--- config.mk ---
export PLATFORM = sky130hd
export DESIGN_NAME = mem_bus_arbiter
export DESIGN_NICKNAME = d
export VERILOG_FILES = /design/src/rtl/mem_bus_arbiter.sv
export SDC_FILE = /design/constraint.sdc
export NUM_CORES = 1
export LEC_CHECK = 0
export CORE_MARGIN = 5
export CORE_UTILIZATION = 30
export DETAILED_ROUTE_END_ITERATION = 10
export DONT_BUFFER_PORTS = 1
export SLEW_MARGIN = 30
export SYNTH_ARGS = -nofsm -noshare
export SYNTH_HDL_FRONTEND = slang
export SYNTH_SLANG_ARGS = --single-unit
--- constraint.sdc ---
create_clock -name clk -period 2.5 [get_ports clk]
set_input_delay 0.25 -clock clk [delete_from_list [all_inputs] [get_ports clk]]
set_output_delay 0.25 -clock clk [all_outputs]
set_load 0.02 [all_outputs]
--- src/rtl/mem_bus_arbiter.sv ---
// rtl/mem_bus_arbiter.sv - two-requester round-robin arbiter for the external memory port
// One memory transaction at a time, with an ack timeout so a dead memory cannot hang a requester.
module mem_bus_arbiter #(
   parameter int ADDR_WIDTH = 24,
   parameter int DATA_WIDTH = 8,
   parameter int TIMEOUT    = 255
) (
   input  logic                  clk,
   input  logic                  rst,
   input  logic                  s0_req,
   input  logic                  s0_we,
   input  logic [ADDR_WIDTH-1:0] s0_addr,
   input  logic [DATA_WIDTH-1:0] s0_wdata,
   output logic                  s0_ack,
   output logic                  s0_err,
   output logic [DATA_WIDTH-1:0] s0_rdata,
   input  logic                  s1_req,
   input  logic                  s1_we,
   input  logic [ADDR_WIDTH-1:0] s1_addr,
   input  logic [DATA_WIDTH-1:0] s1_wdata,
   output logic                  s1_ack,
   output logic                  s1_err,
   output logic [DATA_WIDTH-1:0] s1_rdata,
   output logic                  m_cyc,
   output logic                  m_we,
   output logic [ADDR_WIDTH-1:0] m_addr,
   output logic [DATA_WIDTH-1:0] m_wdata,
   input  logic                  m_ack,
   input  logic [DATA_WIDTH-1:0] m_rdata,
   output logic                  busy
);

   localparam int CW = (TIMEOUT > 0) ? $clog2(TIMEOUT + 1) : 1;
   localparam logic [CW-1:0] TERM = CW'((TIMEOUT > 0) ? TIMEOUT - 1 : 0);

   typedef enum logic {IDLE, BUSY} state_t;

   state_t                state, state_n;
   logic                  owner, owner_n;
   logic                  last_grant, last_grant_n;
   logic [CW-1:0]         cnt, cnt_n;
   logic                  cyc_n, we_n;
   logic [ADDR_WIDTH-1:0] addr_n;
   logic [DATA_WIDTH-1:0] wdata_n;
   logic                  ack0_n, ack1_n, err0_n, err1_n;
   logic [DATA_WIDTH-1:0] rdata0_n, rdata1_n;
   logic                  elig0, elig1, grant1;

   // A requester still holding req during its own ack/err cycle must not re-issue.
   assign elig0  = s0_req & ~s0_ack & ~s0_err;
   assign elig1  = s1_req & ~s1_ack & ~s1_err;
   assign grant1 = elig1 & (~elig0 | ~last_grant);
   assign busy   = (state == BUSY);

   always_comb begin
      state_n      = state;
      owner_n      = owner;
      last_grant_n = last_grant;
      cnt_n        = cnt;
      cyc_n        = m_cyc;
      we_n         = m_we;
      addr_n       = m_addr;
      wdata_n      = m_wdata;
      ack0_n       = 1'b0;
      ack1_n       = 1'b0;
      err0_n       = 1'b0;
      err1_n       = 1'b0;
      rdata0_n     = s0_rdata;
      rdata1_n     = s1_rdata;
      case (state)
         IDLE: begin
            if (elig0 | elig1) begin
               state_n = BUSY;
               owner_n = grant1;
               cnt_n   = '0;
               cyc_n   = 1'b1;
               we_n    = grant1 ? s1_we    : s0_we;
               addr_n  = grant1 ? s1_addr  : s0_addr;
               wdata_n = grant1 ? s1_wdata : s0_wdata;
            end
         end
         BUSY: begin
            if (m_ack) begin
               if (!m_we) begin
                  if (owner) rdata1_n = m_rdata;
                  else       rdata0_n = m_rdata;
               end
               ack0_n       = ~owner;
               ack1_n       = owner;
               cyc_n        = 1'b0;
               last_grant_n = owner;
               state_n      = IDLE;
            end else if ((TIMEOUT != 0) && (cnt == TERM)) begin
               err0_n       = ~owner;
               err1_n       = owner;
               cyc_n        = 1'b0;
               last_grant_n = owner;
               state_n      = IDLE;
            end else if (cnt != '1) begin
               cnt_n = cnt + 1'b1;
            end
         end
         default: state_n = IDLE;
      endcase
   end

   always_ff @(posedge clk or posedge rst) begin
      if (rst) begin
         state      <= IDLE;
         owner      <= 1'b0;
         last_grant <= 1'b1;
         cnt        <= '0;
         m_cyc      <= 1'b0;
         m_we       <= 1'b0;
         m_addr     <= '0;
         m_wdata    <= '0;
         s0_ack     <= 1'b0;
         s0_err     <= 1'b0;
         s1_ack     <= 1'b0;
         s1_err     <= 1'b0;
         s0_rdata   <= '0;
         s1_rdata   <= '0;
      end else begin
         state      <= state_n;
         owner      <= owner_n;
         last_grant <= last_grant_n;
         cnt        <= cnt_n;
         m_cyc      <= cyc_n;
         m_we       <= we_n;
         m_addr     <= addr_n;
         m_wdata    <= wdata_n;
         s0_ack     <= ack0_n;
         s0_err     <= err0_n;
         s1_ack     <= ack1_n;
         s1_err     <= err1_n;
         s0_rdata   <= rdata0_n;
         s1_rdata   <= rdata1_n;
      end
   end

endmodule

; After elaboration in Yosys (flattened, before gate mapping)
; Index checks and enable logic that the tools add are counted.
; W data, S select, Z words.
[op_classes]
n_eq_ne = 7
bitwise = 16
n_addsub = 1
n_reduce_logical = 7
n_mux = 28
[ops]
columns = cell, n
row1 = $mux W8, 5
row2 = $mux W24, 1
row3 = $mux W1, 19
row4 = $pmux W8 S2, 1
row5 = $reduce_and A4 Y1, 3
row6 = $not A1 Y1, 9
row7 = $add A8 B1 Y8 const B, 1
row8 = $eq A8 B8 Y1 const B, 1
row9 = $ne A8 B8 Y1 const B, 1
row10 = $ne A2 B2 Y1 const B, 3
row11 = $reduce_and A2 Y1, 3
row12 = $and A1 B1 Y1, 5
row13 = $pmux W1 S2, 2
row14 = $ne A3 B2 Y1 const B, 1
row15 = $ne A2 B1 Y1 const B, 1
row16 = $or A1 B1 Y1, 2
row17 = $reduce_bool A2 Y1, 1
[word_totals]
word_cells = 73
ff_bits = 65

; Logic depth before layout (Yosys ltp)
; Gate-level depths: netlist of the first run.
[logic_depth]
ltp_word = 7
ltp_mapped = 6
depth_no_buf = 6

; Worst setup path before layout of the first run
; Ideal clock, no wire load.
[synth_path]
kind = register to register
from = reg state, in the netlist busy
to = reg s1_rdata[0]
arrival_ns = 1.392
stages_incl_launch_ff = 5
path_slack_ns = 0.983
setup_ns = 0.125
path_buffers = 1
path_cell_list = dfrtp_1 -> nand2_1 -> or3_1 -> buf_6 -> mux2_4
[synth_between]
elab_chain_len = 1
[synth_lines]
columns = item, line_no
row1 = "start, declared", 38  ; state_t state, state_n;
row2 = "start signal, assigned", 124  ; state <= state_n;
row3 = $reduce_and A4 Y1 (no source line), -
row4 = "end signal, assigned", 137  ; s1_rdata <= rdata1_n;
row5 = "end, declared", 23  ; output logic [DATA_WIDTH-1:0] s1_rdata,
; Every way passes these cells.
; A chain may end at the register's enable or synchronous reset.

; Worst setup path in the final report of the first run
[layout_path]
from = reg s1_ack
to = reg m_addr[8]
[layout_between]
elab_chain_len = 5
elab_cells_between_ends = 7
classes_between = mux: 1 / bitwise: 5 / reduce/logical: 1
[layout_lines]
columns = item, line_no
row1 = "start, declared", 21  ; output logic s1_ack,
row2 = "start signal, assigned", 134  ; s1_ack <= ack1_n;
row3 = $not A1 Y1 *, 51  ; assign elig1 = s1_req & ~s1_ack & ~s1_err;
row4 = $and A1 B1 Y1 * (2 in a row), 51
row5 = $and A1 B1 Y1 or $or A1 B1 Y1 (tied branches), "52, 72"
row6 = $mux W24 or $reduce_and A2 Y1 (tied branches), -
row7 = "end signal, assigned", 130  ; m_addr <= addr_n;
row8 = "end, declared", 26  ; output logic [ADDR_WIDTH-1:0] m_addr,
; Mark *: on every way between the ends. The rest lies on a longest branch, timed or not.

==> results.md, run 1 <==
- DRC violations left: 0
- Vias in the first global route: 2071
- Die Wd: 109 um
- Slew HR: 0.517
- Clock skew: 0.00938 ns
- Static Leakage: 1.43 nW
- First drt pass iteration count: 4
- Top Ports: 134
- Syn Inst Count: 290
- Clock power share: 0.184
- CP arrival: 2.15 ns
- Die ar.: 0.0118 mm^2
- GRT Overall Usage: 0.120
- Slowest CP cell: o21ba_2
- Mean Syn Cell Area: 10.0 um^2
- First-pass GRT wire length: 10700 um
- Synthesized cell area: 0.00291 mm^2
- Share of layout cells above drive strength 1: 0.172
- Ant diodes: 0
- Worst Setup End Kind: flop
- Setup Buffers After CTS: 0
- Netlist cell types: 39
- Final #Nets: 373
- Tmin final: 1.90 ns
- CTS tree: yes
- DR iter-0 viols: 144
- Clk sinks: 65
- Area grow syn2layout: 11.4%
- Fin. Hold Viols: 0
- Setup TNS: 0 ns
- Reg2reg setup slack: 0.60 ns
- FF/Latch Area: 0.00163 mm^2
- Worst setup SP type: flop
- Core ar.: 0.00964 mm^2
- HPWL after detailed placement: 5100 um
- Worst hold path type: in -> reg
- Gpl congestion: 0.683
- FP Rows: 36
- Avg Vias per Cell: 4.91
- Routed via count: 2112
- Ys Warns: 0
- Pwr/cell area: 1350 mW/mm^2
- FMAX: 525 MHz
- Fill count: 981
- Routed WL: 7050 um
- Largest net degree at the start of global routing: 35
- WL/cell: 16.4 um
- Clock transition at path regs: 0.08 ns
- Period utilisation layout: 0.762
- Switching share of power: 0.442
- RSZ-0062 raised after global routing: no
- CP Buf/Inv Count: 1
- Part of the power in registers: 0.550
- IO Port Bufs: 0
- CP Class: reg -> reg
- Worst path cell trace: nor3b_2 -> o21ba_2 -> buf_4 -> nor2_1 -> a31oi_1
- Starting Density: 0.302
- Area of the multi-input gates: 0.00119 mm^2
- # H-tree levels: 3
- Seq/Total Area, Yosys: 0.559
- Slew @ Worst Pin: 0.720 ns
- CTS Root Cell: clkbuf_8
- Total CTS buffers: 9
- Antenna viol nets, final: 0
- Total Power: 0.00437 W
- Int Power: 0.00244 W
- Flops & latches, synth: 65
- Peak VDD IR: 0.479 mV
- CTS Buffer Depth: 2
- Comb power frac: 0.266
- Worst path max stage delay: 0.53 ns
- Max-slew violations: 0
- Net switching power: 0.00193 W
- Crit-path max FO: 24
- Max capacitance violation total: 0
- Initial antenna violation count: 1
- Clock Latency Late Sink: 0.33 ns
- Syn nets: 371
- Final setup fails: 0
- Die Span Y: 109 um
- Top cell family by delay on the critical path: compound AO/OA/AOI/OAI gates
- Gr ovfl total: 0
- Status: completed
- Required time worst endpoint: 2.75 ns
cells in the final DEF, fill, tap and decap left out, drive strengths merged, types with 3 or more instances in the layout:
master	instances
clkbuf	10
nand2b	3
a31oi	35
nor3b	4
nor2	38
clkinv	3
a21o	4
nand2	73
nand3	3
mux2	18
inv	4
buf	7
dfrtp	64
o21ai	3
stage by stage:
step           hold WS (ns)  setup WS, ns  cell area, um^2  utilization  instances
2_1_floorplan         0.398         0.625             2910            -        290
3_5_place_dp          0.282         0.573             3060        0.317        413
5_1_grt              0.0287         0.405             3250        0.337        430
6_report             0.0521         0.596             3250        0.337        430
4_1_cts              0.0311         0.558             3250        0.337        430
3_3_place_gp          0.271         0.624             3060        0.317        413
cell families after synthesis:
| group | count (synthesis) | synth area share |
|---|---|---|
| compound gates | 53 | 0.122 |
| fa+ha+maj | 2 | 0.00859 |
| buf+inv | 20 | 0.0343 |
| flops | 65 | 0.559 |
| mux | 18 | 0.0799 |
| simple gates | 132 | 0.196 |
cells in the mapped netlist:
cell | count | area (um^2)
a21o_1 | 4 | 30.0
a21oi_1 | 1 | 5.00
a22o_1 | 1 | 8.76
a31oi_1 | 35 | 219
and2_1 | 1 | 6.26
and2b_4 | 1 | 10.0
and3_1 | 1 | 6.26
buf_2 | 11 | 55.1
buf_4 | 1 | 7.51
buf_6 | 1 | 11.3
clkbuf_1 | 4 | 15.0
dfrtp_1 | 64 | 1600
dfstp_2 | 1 | 26.3
ha_1 | 2 | 25.0
inv_1 | 2 | 7.51
inv_2 | 1 | 3.75
mux2_2 | 10 | 113
mux2_4 | 8 | 120
nand2_1 | 73 | 274
nand2b_1 | 3 | 18.8
nand3_1 | 3 | 15.0
nand4_2 | 1 | 12.5
nand4bb_1 | 1 | 11.3
nor2_1 | 38 | 143
nor2b_1 | 1 | 6.26
nor3_1 | 1 | 5.00
nor3_2 | 1 | 10.0
nor3b_1 | 3 | 22.5
nor3b_2 | 1 | 12.5
nor4_1 | 2 | 12.5
o211ai_1 | 2 | 15.0
o21ai_0 | 2 | 10.0
o21ai_2 | 1 | 8.76
o21ba_2 | 2 | 20.0
o21bai_1 | 1 | 7.51
o22a_1 | 2 | 17.5
o22ai_1 | 1 | 6.26
o41ai_1 | 1 | 8.76
or3_1 | 1 | 6.26
timing repair:
item | CTS | global route
endpoints found under the hold margin | 28 | 0
hold buffers | 1 | 0
gates resized for setup | 0 | 0
per-layer routing:
| metal | GRT usage | share of wire |
|---|---|---|
| met1 | 0.151 | 0.42 |
| met2 | 0.188 | 0.48 |
| met3 | 0.0412 | 0.090 |
| met4 | 0.0487 | 0.013 |
| met5 | 0 | 0.0018 |
power by group through the flow:
stage	clock (W)	sequential [W]	combinational, W
final	0.000804	0.00241	0.00116
after global routing	0.000894	0.00247	0.00133
after CTS	0.000848	0.00242	0.00119
after detailed placement	0	0.00244	0.00119
after global placement	0	0.00244	0.00114
after floorplan	0	0.00232	0.000966
worst paths after layout:
path	startpoint	cells after the start	end
worst min-delay path	s0_addr[6]	2	m_addr[6]
min in group asynchronous	rst	2	s0_rdata[2]
worst max register to register	s1_ack	5	m_addr[8]
worst min register to register	cnt[6]	1	cnt[6]
max in group asynchronous	rst	3	s1_rdata[7]
worst max-delay path	s1_ack	5	m_addr[8]
flip-flops by register name, indices dropped and copies added (netlist names), 8 cells and up:
signal / cells
cnt: 8
m_addr: 24
m_wdata: 8
s0_rdata: 8
s1_rdata: 8
layout make-up:
type,instances,share of cell area
Multi-Input combinational cell,205,0.365
Timing Repair Buffer,8,0.0231
Clock inverter,6,0.0131
Inverter,3,0.00347
Tap cell,133,0.0513
Sequential cell,65,0.501
Clock buffer,10,0.0424
worst register-to-register path, cell delays in order, from the launching register on:
cell and delay [ns]:
dfrtp_1 0.47, nor3b_2 0.26, o21ba_2 0.53, buf_4 0.34
nor2_1 0.07, a31oi_1 0.15
Note: power is estimated with default switching activity, not from simulation.
==> run 2, diff against run 1 <==
==> constraint.sdc (replaced) <==
create_clock -name clk -period 1.9 [get_ports clk]
set_input_delay 0.19 -clock clk [delete_from_list [all_inputs] [get_ports clk]]
set_output_delay 0.19 -clock clk [all_outputs]
set_load 0.02 [all_outputs]
==> run 2 against run 1 <==
  * Critical endpoint is now m_addr[3]
  * Highest routed layer is now met4
  * Routed wire length rose by 20%
  * Worst hold slack got worse by 0.032 ns
  * Combinational power rose by 53%
  * Clock skew rose by 0.0016 ns
  * Cell area rose by 23%
  * Sequential share of layout area fell by 9.5 points
  * Sequential cell count did not move
==> results.md, run 2 (synthesized netlist as in run 1, its figures left out) <==
- Status: completed
- Gr ovfl total: 0
- Largest net degree at the start of global routing: 54
- # H-tree levels: 3
- Worst r2r src: s1_err
- Worst reg2reg path endpoint: m_addr[3]
- Final #Nets: 447
- Slowest CP cell: dfrtp_1
- Die ar.: 0.0118 mm^2
- Total CTS buffers: 9
- Largest register FFs: 24
- Area grow syn2layout: 37.4%
- WL/cell: 16.8 um
- Core ar.: 0.00964 mm^2
- Fin. Hold Viols: 0
- Worst path max stage delay: 0.48 ns
- Pre-CTS setup slack: 0.314 ns
- FP Rows: 36
- Largest Register: m_addr
- Period utilisation layout: 0.833
- Starting Density: 0.302
- CTS Buffer Depth: 2
- Die Wd: 109 um
- Max-slew violations: 0
- Top Ports: 134
- Reg2reg setup slack: 0.32 ns
- Tmin final: 1.58 ns
- Fill count: 917
- Slew @ Worst Pin: 0.502 ns
- Initial antenna violation count: 1
- Clock transition at path regs: 0.08 ns
- DRC violations left: 0
- Total Power: 0.00598 W
- Post-layout util: 0.415
- Worst hold path type: in -> reg
- Hold path depth: 2
- Required time worst endpoint: 2.13 ns
- Setup TNS: 0 ns
- Die Span Y: 109 um
- CTS Root Cell: clkbuf_8
- DR iter-0 viols: 197
- Worst Hold End: m_addr[12]
- FMAX: 632 MHz
- CTS tree: yes
- Clock skew: 0.0110 ns
- Placed cell areas: 0.00311 mm^2
- Most frequent cells in the layout: 73 x nand2_1, 71 x dlygate4sd3_1, 64 x dfrtp_1, 38 x nor2_1, 35 x a31oi_1
- Antenna viol nets, final: 0
- Routed WL: 8480 um
- First-pass GRT wire length: 12700 um
- Final worst slack: 0.317 ns
- Finished Cell Area: 0.00400 mm^2
- CP Class: reg -> reg
- Worst Setup End Kind: flop
- Clock Latency Late Sink: 0.33 ns
- HPWL after detailed placement: 5210 um
- Clk sinks: 65
- Setup Buffers After CTS: 0
- RSZ-0062 raised after global routing: no
- CP arrival: 1.82 ns
- Gpl congestion: 0.743
- Hold Path Origin: s0_addr[12]
- Static Leakage: 1.74 nW
- Worst Reg-to-Reg Cells: 5
- Final setup fails: 0
- Most common cell after layout, fill and taps aside: nand2_1
- Pwr/cell area: 1490 mW/mm^2
- Avg Vias per Cell: 4.85
- Worst setup SP type: flop
- Max capacitance violation total: 0
- Slew HR: 0.665
- Worst path cell trace: nor3b_2 -> o21ba_2 -> buf_12 -> nor2_1 -> a31oi_1
- Post-CTS Resized: 0
- Vias in the first global route: 2529
- First drt pass iteration count: 4
- IO Port Bufs: 0
- Share of layout cells above drive strength 1: 0.148
- Peak VDD IR: 0.781 mV
- GRT Overall Usage: 0.140
- Crit-path max FO: 50
- Routed via count: 2448
## run 2: cell types whose count changed in the layout (fill, tap and decap cells not counted), sizes merged
cell / previous run / this run
buf: 7 / 11
dlygate4sd3: 1 / 71
inv: 4 / 6
diode: 0 / 1
clkinvlp: 2 / 3
clkbuf: 10 / 9
clkinv: 3 / 1
## run 2: cell type report
| cell class | instances | area, um^2 | share of cell area |
|---|---|---|---|
| antenna | 1 | 2.50 | 0.000625 |
| clock buffer | 9 | 124 | 0.0309 |
| clock inverter | 7 | 53.8 | 0.0134 |
| inverter | 3 | 11.3 | 0.00281 |
| multi-input combinational | 205 | 1190 | 0.296 |
| sequential | 65 | 1630 | 0.407 |
| tap | 133 | 166 | 0.0416 |
| timing repair buffer | 82 | 831 | 0.208 |
## run 2: report_power, final
group	leakage, nW	switching, W	internal [W]	total [W]
Clock	0.0827	0.000573	0.000484	0.00106
Sequential	0.772	0.00114	0.00200	0.00314
Combinational	0.891	0.000938	0.000844	0.00178
## run 2: timing repair
| item | in CTS | in global routing |
|---|---|---|
| hold buffers | 69 | 2 |
| endpoints found under the hold margin | 60 | 2 |
| setup endpoints to repair | 0 | 0 |
## run 2: layer usage
| layer | GRT usage | wire (um) | up-vias |
|---|---|---|---|
| met4 | 0.0532 | 129 | 0 |
| met5 | 0 | 0 | - |
| met2 | 0.252 | 4470 | 111 |
| met3 | 0.0513 | 642 | 14 |
| met1 | 0.150 | 3240 | 1175 |
| li1 | - | - | 1148 |
## run 2: stage by stage
step,cells,hold WS (ns)
after global routing,504,0.00550
after detailed placement,417,0.0407
after CTS,502,0.0000276
after global placement,417,0.0332
after floorplan,290,0.338
final,505,0.0203
## run 2: worst max-delay path: cells and delay by family, from the launching register on
kind	cells	cell delay, ns
flops	1	0.48
compound gates	2	0.43
simple gates	2	0.31
buf+inv	1	0.22
## run 2: worst max path at each step
stage                start     endpoint  cells after the start
finish              s1_err    m_addr[3]                      5
global route        cnt[0]   last_grant                      6
CTS                 s1_err       cnt[2]                      5
detailed placement   owner  s1_rdata[2]                      3
global placement     owner  s1_rdata[7]                      3
floorplan              rst         busy                      1
